<file path="src/rtl/gpio_pkg.sv">
// Shared definitions for the memory-mapped GPIO bank.
// Holds the per-port register offsets, the port address stride and the
// byte write-lane helper shared by the bank decoder.
package gpio_pkg;

  localparam logic [2:0] OFS_OUT  = 3'd0;
  localparam logic [2:0] OFS_DIR  = 3'd1;
  localparam logic [2:0] OFS_IN   = 3'd2;
  localparam logic [2:0] OFS_IER  = 3'd4;
  localparam logic [2:0] OFS_IEF  = 3'd5;
  localparam logic [2:0] OFS_PEND = 3'd6;

  localparam int PORT_STRIDE = 8;

  // Register write enables inside one port for a bus write at offset ofs.
  // Byte: only the addressed register. Word at an even offset: the
  // even/odd register pair. Word at an odd offset: nothing.
  function automatic logic [7:0] lane_we(input logic [2:0] ofs, input logic byt);
    logic [7:0] we;
    we = '0;
    if (byt)          we = 8'd1 << ofs;
    else if (!ofs[0]) we = 8'd3 << ofs;
    return we;
  endfunction

endpackage

</file>
<file path="src/rtl/gpio_port.sv">
// One 8-bit GPIO port: output latch, direction, synchronised input,
// rise/fall interrupt enables and sticky edge-pending flags.
// Ports:
//   clk, rst      clock, asynchronous active-high reset
//   we[7:0]       per-register write enable (index = register offset)
//   wdata[15:0]   bus write data; even registers take [7:0], odd take [15:8]
//   pad_in[7:0]   asynchronous pad inputs
//   rd_word[1:0]  word index within the port (offset bits [2:1])
//   rd_data[15:0] combinational {odd register, even register} of that word
//   out_q, dir_q  output latch and output enable
//   pend_any      OR of the pending flags
module gpio_port
  import gpio_pkg::*;
#(
  parameter int SYNC_STAGES = 2
) (
  input  logic        clk,
  input  logic        rst,
  input  logic [7:0]  we,
  input  logic [15:0] wdata,
  input  logic [7:0]  pad_in,
  input  logic [1:0]  rd_word,
  output logic [15:0] rd_data,
  output logic [7:0]  out_q,
  output logic [7:0]  dir_q,
  output logic        pend_any
);

  logic [SYNC_STAGES-1:0][7:0] sync_q;
  logic [7:0] in_s, prev_q, ier_q, ief_q, pend_q;
  logic [7:0] rise, fall, clr, pend_nxt;
  logic [7:0][7:0] rmap;

  assign in_s = sync_q[SYNC_STAGES-1];
  assign rise = in_s & ~prev_q;
  assign fall = ~in_s & prev_q;
  assign clr  = we[OFS_PEND] ? wdata[7:0] : 8'h00;
  // Set terms are ORed after the clear so a new edge survives a same-cycle W1C.
  assign pend_nxt = (pend_q & ~clr) | (rise & ier_q) | (fall & ief_q);

  always_ff @(posedge clk or posedge rst) begin
    if (rst) begin
      sync_q <= '0;
      prev_q <= '0;
      out_q  <= '0;
      dir_q  <= '0;
      ier_q  <= '0;
      ief_q  <= '0;
      pend_q <= '0;
    end else begin
      sync_q <= {sync_q[SYNC_STAGES-2:0], pad_in};
      prev_q <= in_s;
      pend_q <= pend_nxt;
      if (we[OFS_OUT]) out_q <= wdata[7:0];
      if (we[OFS_DIR]) dir_q <= wdata[15:8];
      if (we[OFS_IER]) ier_q <= wdata[7:0];
      if (we[OFS_IEF]) ief_q <= wdata[15:8];
    end
  end

  always_comb begin
    rmap           = '0;
    rmap[OFS_OUT]  = out_q;
    rmap[OFS_DIR]  = dir_q;
    rmap[OFS_IN]   = in_s;
    rmap[OFS_IER]  = ier_q;
    rmap[OFS_IEF]  = ief_q;
    rmap[OFS_PEND] = pend_q;
  end

  assign rd_data  = {rmap[{rd_word, 1'b1}], rmap[{rd_word, 1'b0}]};
  assign pend_any = |pend_q;

endmodule

</file>
<file path="src/rtl/mmio_gpio_bank.sv">
// Memory-mapped bank of NPORTS 8-bit GPIO ports on the MCU data bus.
// Decodes dmem_addr against the window BASE_ADDR..BASE_ADDR+8*NPORTS-1,
// steers write lanes to the addressed port and returns registered read data.
// Ports:
//   clk, rst     clock, asynchronous active-high reset
//   dmem_addr    byte address        dmem_wen   write strobe
//   dmem_byt     1 = byte, 0 = word  dmem_wdata write data
//   dmem_rdata   read data, one cycle after the address
//   dmem_hit     previous-cycle address was inside the window
//   gpio_in      pad inputs (asynchronous)
//   gpio_out     output latches      gpio_oe    output enables
//   irq          registered OR of all pending flags
module mmio_gpio_bank
  import gpio_pkg::*;
#(
  parameter int          ADDR_W      = 10,
  parameter int unsigned BASE_ADDR   = 'h080,
  parameter int          NPORTS      = 2,
  parameter int          SYNC_STAGES = 2
) (
  input  logic                  clk,
  input  logic                  rst,
  input  logic [ADDR_W-1:0]     dmem_addr,
  input  logic                  dmem_wen,
  input  logic                  dmem_byt,
  input  logic [15:0]           dmem_wdata,
  output logic [15:0]           dmem_rdata,
  output logic                  dmem_hit,
  input  logic [8*NPORTS-1:0]   gpio_in,
  output logic [8*NPORTS-1:0]   gpio_out,
  output logic [8*NPORTS-1:0]   gpio_oe,
  output logic                  irq
);

  localparam int PW = (NPORTS > 1) ? $clog2(NPORTS) : 1;
  localparam int LW = PW + 3;

  logic [ADDR_W:0]  addr_x;
  logic             in_win;
  logic [LW-1:0]    offs;
  logic [PW-1:0]    port_sel;
  logic [2:0]       reg_ofs;
  logic [7:0]       lane;

  logic [NPORTS-1:0][15:0] rd_words;
  logic [NPORTS-1:0][7:0]  out_arr, oe_arr, pad_arr;
  logic [NPORTS-1:0]       pend_any;

  assign addr_x = {1'b0, dmem_addr};
  assign in_win = (addr_x >= (ADDR_W+1)'(BASE_ADDR)) &&
                  (addr_x <  (ADDR_W+1)'(BASE_ADDR + PORT_STRIDE*NPORTS));

  // Low bits of a difference depend only on the low bits of the operands,
  // so a narrow subtract yields the port index and register offset.
  assign offs     = dmem_addr[LW-1:0] - LW'(BASE_ADDR);
  assign port_sel = offs[LW-1:3];
  assign reg_ofs  = offs[2:0];
  assign lane     = lane_we(reg_ofs, dmem_byt);

  assign pad_arr  = gpio_in;
  assign gpio_out = out_arr;
  assign gpio_oe  = oe_arr;

  for (genvar p = 0; p < NPORTS; p++) begin : g_port
    logic [7:0] we_p;
    assign we_p = (dmem_wen && in_win && port_sel == PW'(p)) ? lane : 8'h00;

    gpio_port #(.SYNC_STAGES(SYNC_STAGES)) u_port (
      .clk      (clk),
      .rst      (rst),
      .we       (we_p),
      .wdata    (dmem_wdata),
      .pad_in   (pad_arr[p]),
      .rd_word  (reg_ofs[2:1]),
      .rd_data  (rd_words[p]),
      .out_q    (out_arr[p]),
      .dir_q    (oe_arr[p]),
      .pend_any (pend_any[p])
    );
  end

  // Read data is captured from the current register contents, so a same-cycle
  // write or W1C is not yet visible in the returned word.
  always_ff @(posedge clk or posedge rst) begin
    if (rst) begin
      dmem_rdata <= '0;
      dmem_hit   <= 1'b0;
      irq        <= 1'b0;
    end else begin
      dmem_rdata <= in_win ? rd_words[port_sel] : 16'h0000;
      dmem_hit   <= in_win;
      irq        <= |pend_any;
    end
  end

endmodule

</file>
<file path="config.mk">
export PLATFORM = sky130hd
export DESIGN_NAME = mmio_gpio_bank
export DESIGN_NICKNAME = d
export VERILOG_FILES = /design/src/rtl/gpio_pkg.sv /design/src/rtl/gpio_port.sv /design/src/rtl/mmio_gpio_bank.sv
export SDC_FILE = /design/constraint.sdc
export NUM_CORES = 1
export LEC_CHECK = 0
export ABC_AREA = 1
export CAP_MARGIN = 15
export CORE_ASPECT_RATIO = 1.25
export CORE_MARGIN = 4
export CORE_UTILIZATION = 54
export DETAILED_ROUTE_END_ITERATION = 7
export GPL_ROUTABILITY_DRIVEN = 0
export PLACE_DENSITY = 0.8
export SYNTH_ARGS = -nofsm -noshare
export SYNTH_HDL_FRONTEND = slang
export SYNTH_SLANG_ARGS = --single-unit
</file>
<file path="constraint.sdc">
create_clock -name clk -period 5.05 [get_ports clk]
set_input_delay 0.505 -clock clk [delete_from_list [all_inputs] [get_ports clk]]
set_output_delay 0.505 -clock clk [all_outputs]
set_load 0.02 [all_outputs]
</file>
==> results.txt <==
----------------------------------------------------
[STA]
  Max Clock Skew ... 11.41 ps
  Post-Route Setup TNS ... 0 ps
  Unrepaired setup endpoints after global routing ... no
  Final Hold Viols ... 0
  Worst slew margin relative to its limit ... 0.2441
  Final critical path time including I/O delays and setup ... 2917 ps
  Number of pins with negative max-slew slack in the final report ... 0
  Transition time of the tightest slew-check pin ... 1130 ps
  Setup slack after layout ... 2133 ps
  Max frequency ... 0.3428 GHz
  Tcrit/Tclk final ... 0.5776
  Hold_ws ... 345.1 ps
  Number of endpoints failing setup at the final stage ... 0

[Place]
  Number of input and output port buffers inserted ... 95
  Placed cell areas ... 0.007259 mm²
  Post-DP HPWL ... 11,120 µm
  Post-placement worst setup slack ... 1823 ps
  Number of instances in the placed design ... 887

[Detailed routing]
  Via count ... 5,308
  Number of vias per cell after detailed routing ... 5.776
  DR WL/cell ... 17.88 µm
  Number of routed nets with antenna violations ... 0
  Number of violations reported at the end of detailed-routing iteration 0 ... 471
  DRC Markers ... 0
  Number of detailed-route iterations in the first pass ... 6
  Total wire length ... 16,430 µm

[Critical path]
  Critical path class ... in2reg
  Crit start category ... primary input
  Largest fanout on the critical path ... 29
  Arrival time worst endpoint ... 3200 ps
  Category of the worst setup path capture point ... flop
  CP Data Required Time ... 5340 ps

[Global routing]
  Global-route track usage on met1 ... 0.2977
  Global-route wire length before repair ... 26,280 µm
  Vias in the first global route ... 5,295
  GR peak layer ... met2
  M2 GR Usage ... 0.4171
  Initial antenna violation count ... 0
  Overflow after GRT ... 0
  Met3 track demand over resource in global routing ... 0.06774
  Overall routing resource usage ... 0.2532
  Largest net degree at the start of global routing ... 110

[Clock tree]
  TritonCTS clock tree ... yes
  Worst-case clock buffer depth ... 2
  CTS Root Cell ... sky130_fd_sc_hd__clkbuf_16
  Worst-skew pair later-pin latency ... 420 ps
  Depth of the CTS H-tree ... 4
  Number of clock buffers inserted by TritonCTS ... 17
  Num Clock Sinks ... 146
  Post-CTS Setup Inserts ... 0
  Worst-path clk slew ... 60 ps
  Post-cts repair resize count ... 0
  Number of hold buffers added after CTS ... 0

[Synth]
  Portion of synthesized cell area occupied by the leading cell type ... 0.5824
  Top post-synthesis cells by area ... sky130_fd_sc_hd__dfrtp_1, sky130_fd_sc_hd__nand2_1, sky130_fd_sc_hd__o21ai_2
  Most used standard cell by instance count after synthesis ... sky130_fd_sc_hd__nand2_1
  Post-synthesis instance total ... 682
  Synth area leader ... sky130_fd_sc_hd__dfrtp_1
  Total standard cell area after synthesis ... 0.006274 mm²
  Synthesis-stage register bit count ... 146
  Async set-or-reset flop fraction in the synthesized netlist ... 1.000
  Number of synthesized flops with an enable pin ... 0
  Warnings, synthesis ... 0
  Avg Synthesized Cell Area ... 9.199 µm²
  Register area share after synthesis ... 0.5824
  Ranking of synthesized cells by instance count ... sky130_fd_sc_hd__nand2_1, sky130_fd_sc_hd__dfrtp_1, sky130_fd_sc_hd__inv_1, sky130_fd_sc_hd__o21ai_0, sky130_fd_sc_hd__nand3_1
  Post-synth net total ... 732
  Top_reg_cell synth ... sky130_fd_sc_hd__dfrtp_1
  Number of different library cells in the post-synthesis netlist ... 25

[Floorplan]
  Top-Level Pins ... 96
  Floorplan die width ... 104.4 µm
  Die Outline Area ... 0.01342 mm²
  Core area ... 0.01124 mm²
  Die height ... 128.5 µm
  Number of cell rows ... 43
  Initial core utilization ... 0.5579

[Min path]
  Class of the most critical hold timing path ... reg2reg

[Layout]
  Register area ... 0.003654 mm²
  Layout cell share with drive strength beyond 1 ... 0.1097
  Number of antenna diodes ... 0
  Number of non-filler instances in the completed layout ... 919
  Layout Cell Area excl Fill ... 0.007881 mm²
  Syn-to-layout area delta ... 25.63%
  Net total in the final layout ... 821
  Final-layout fill cell count ... 797
  Area of the multi-input gates ... 0.002207 mm²

[Power]
  Static leakage ... 3.593 nW
  Peak supply drop ... 0.3055 mV
  Power density over the cells ... 344.1 mW/mm²

[Job]
  Number of max-capacitance violations reported ... 0

[Run status]
  Outcome ... finished, final reports clean

----------------------------------------------------
-- routing by layer --
layer | routed length [µm] | part of all wire
met1 | 6048 | 0.37
met2 | 8186 | 0.50
met3 | 1290 | 0.079
met4 | 908 | 0.055
met5 | 0 | 0
-- cells in the final DEF, fill, tap and decap left out --
cell type,instances
sky130_fd_sc_hd__nor2_2,3
sky130_fd_sc_hd__nor4_1,4
sky130_fd_sc_hd__nand4_1,17
sky130_fd_sc_hd__clkinvlp_4,5
sky130_fd_sc_hd__inv_2,3
sky130_fd_sc_hd__clkinv_4,1
sky130_fd_sc_hd__nand2_1,212
sky130_fd_sc_hd__clkbuf_16,17
sky130_fd_sc_hd__buf_4,3
sky130_fd_sc_hd__a31oi_1,17
sky130_fd_sc_hd__clkinv_1,1
sky130_fd_sc_hd__bufinv_16,3
sky130_fd_sc_hd__o21ai_2,34
sky130_fd_sc_hd__inv_6,2
sky130_fd_sc_hd__nor2_8,1
sky130_fd_sc_hd__o21ai_1,6
sky130_fd_sc_hd__nand3_2,5
sky130_fd_sc_hd__nor3_1,16
sky130_fd_sc_hd__nand3_1,35
sky130_fd_sc_hd__inv_1,62
sky130_fd_sc_hd__dfrtp_1,146
sky130_fd_sc_hd__clkbuf_8,3
sky130_fd_sc_hd__a21oi_1,20
sky130_fd_sc_hd__o21ai_0,36
sky130_fd_sc_hd__clkdlybuf4s50_1,95
sky130_fd_sc_hd__nand3_4,4
sky130_fd_sc_hd__clkinv_2,2
sky130_fd_sc_hd__ha_1,4
sky130_fd_sc_hd__nor2_1,27
-- stage by stage --
stage	power, W	utilization
after global routing	0.002797	0.7009
final	0.002712	0.7009
after floorplan	0.001345	-
after global placement	0.001422	0.6456
after CTS	0.002717	0.7009
after detailed placement	0.001429	0.6456
-- cell type report --
type                       instances  area share
multi-input combinational        441      0.2800
clock inverter                    12     0.01969
tap                              135     0.02143
timing repair buffer              98      0.1235
sequential                       146      0.4636
clock buffer                      20     0.05922
inverter                          67     0.03254
-- state kept, by name (all words and copies together), names as in the netlist --
register and count:
g_port.u_port.pend_q 16, g_port.u_port.ief_q 16, g_port.u_port.out_q 16, dmem_rdata 16
dmem_hit 1, g_port.u_port.prev_q 16, g_port.u_port.ier_q 16, g_port.u_port.in_s 16
irq 1, g_port.u_port.dir_q 16, g_port.u_port.sync_q 16
-- worst paths after layout --
path / startpoint / to / slack (ps) / cells after the start
min in group asynchronous: rst / g_port[1].u_port.in_s[2] / 680 / 2
worst min register to register: g_port[1].u_port.sync_q[2] / g_port[1].u_port.in_s[2] / 350 / 0
worst max register to register: g_port[0].u_port.ier_q[0] / dmem_rdata[0] / 3860 / 6
worst max-delay path: dmem_addr[1] / g_port[0].u_port.pend_q[7] / 2130 / 8
worst min-delay path: g_port[1].u_port.sync_q[2] / g_port[1].u_port.in_s[2] / 350 / 0
max in group asynchronous: rst / g_port[0].u_port.in_s[3] / 3310 / 3
-- power breakdown --
group	switching, W	internal (W)
clock network	0.000483	0.000816
registers	0.0000229	0.00120
logic	0.000120	0.0000669
-- logic make-up (layout without fill, tap and decap cells) --
group | count (synthesis) | count (layout) | synth area share
AO/OA/AOI/OAI | 113 | 113 | 0.1139
buffers and inverters | 95 | 197 | 0.06582
flip-flops | 146 | 146 | 0.5824
AND/OR/NAND/NOR | 324 | 324 | 0.2300
adder cells (fa/ha/maj) | 4 | 4 | 0.007978
-- critical path, stage by stage --
cell	delay (ps)
sky130_fd_sc_hd__clkdlybuf4s50_1	710
sky130_fd_sc_hd__inv_2	320
sky130_fd_sc_hd__ha_1	370
sky130_fd_sc_hd__a21oi_1	60
sky130_fd_sc_hd__nor2_1	850
sky130_fd_sc_hd__nand4_1	200
sky130_fd_sc_hd__nand2_1	120
sky130_fd_sc_hd__nand2_1	60
No activity file was read; power rests on OpenSTA's default activity.
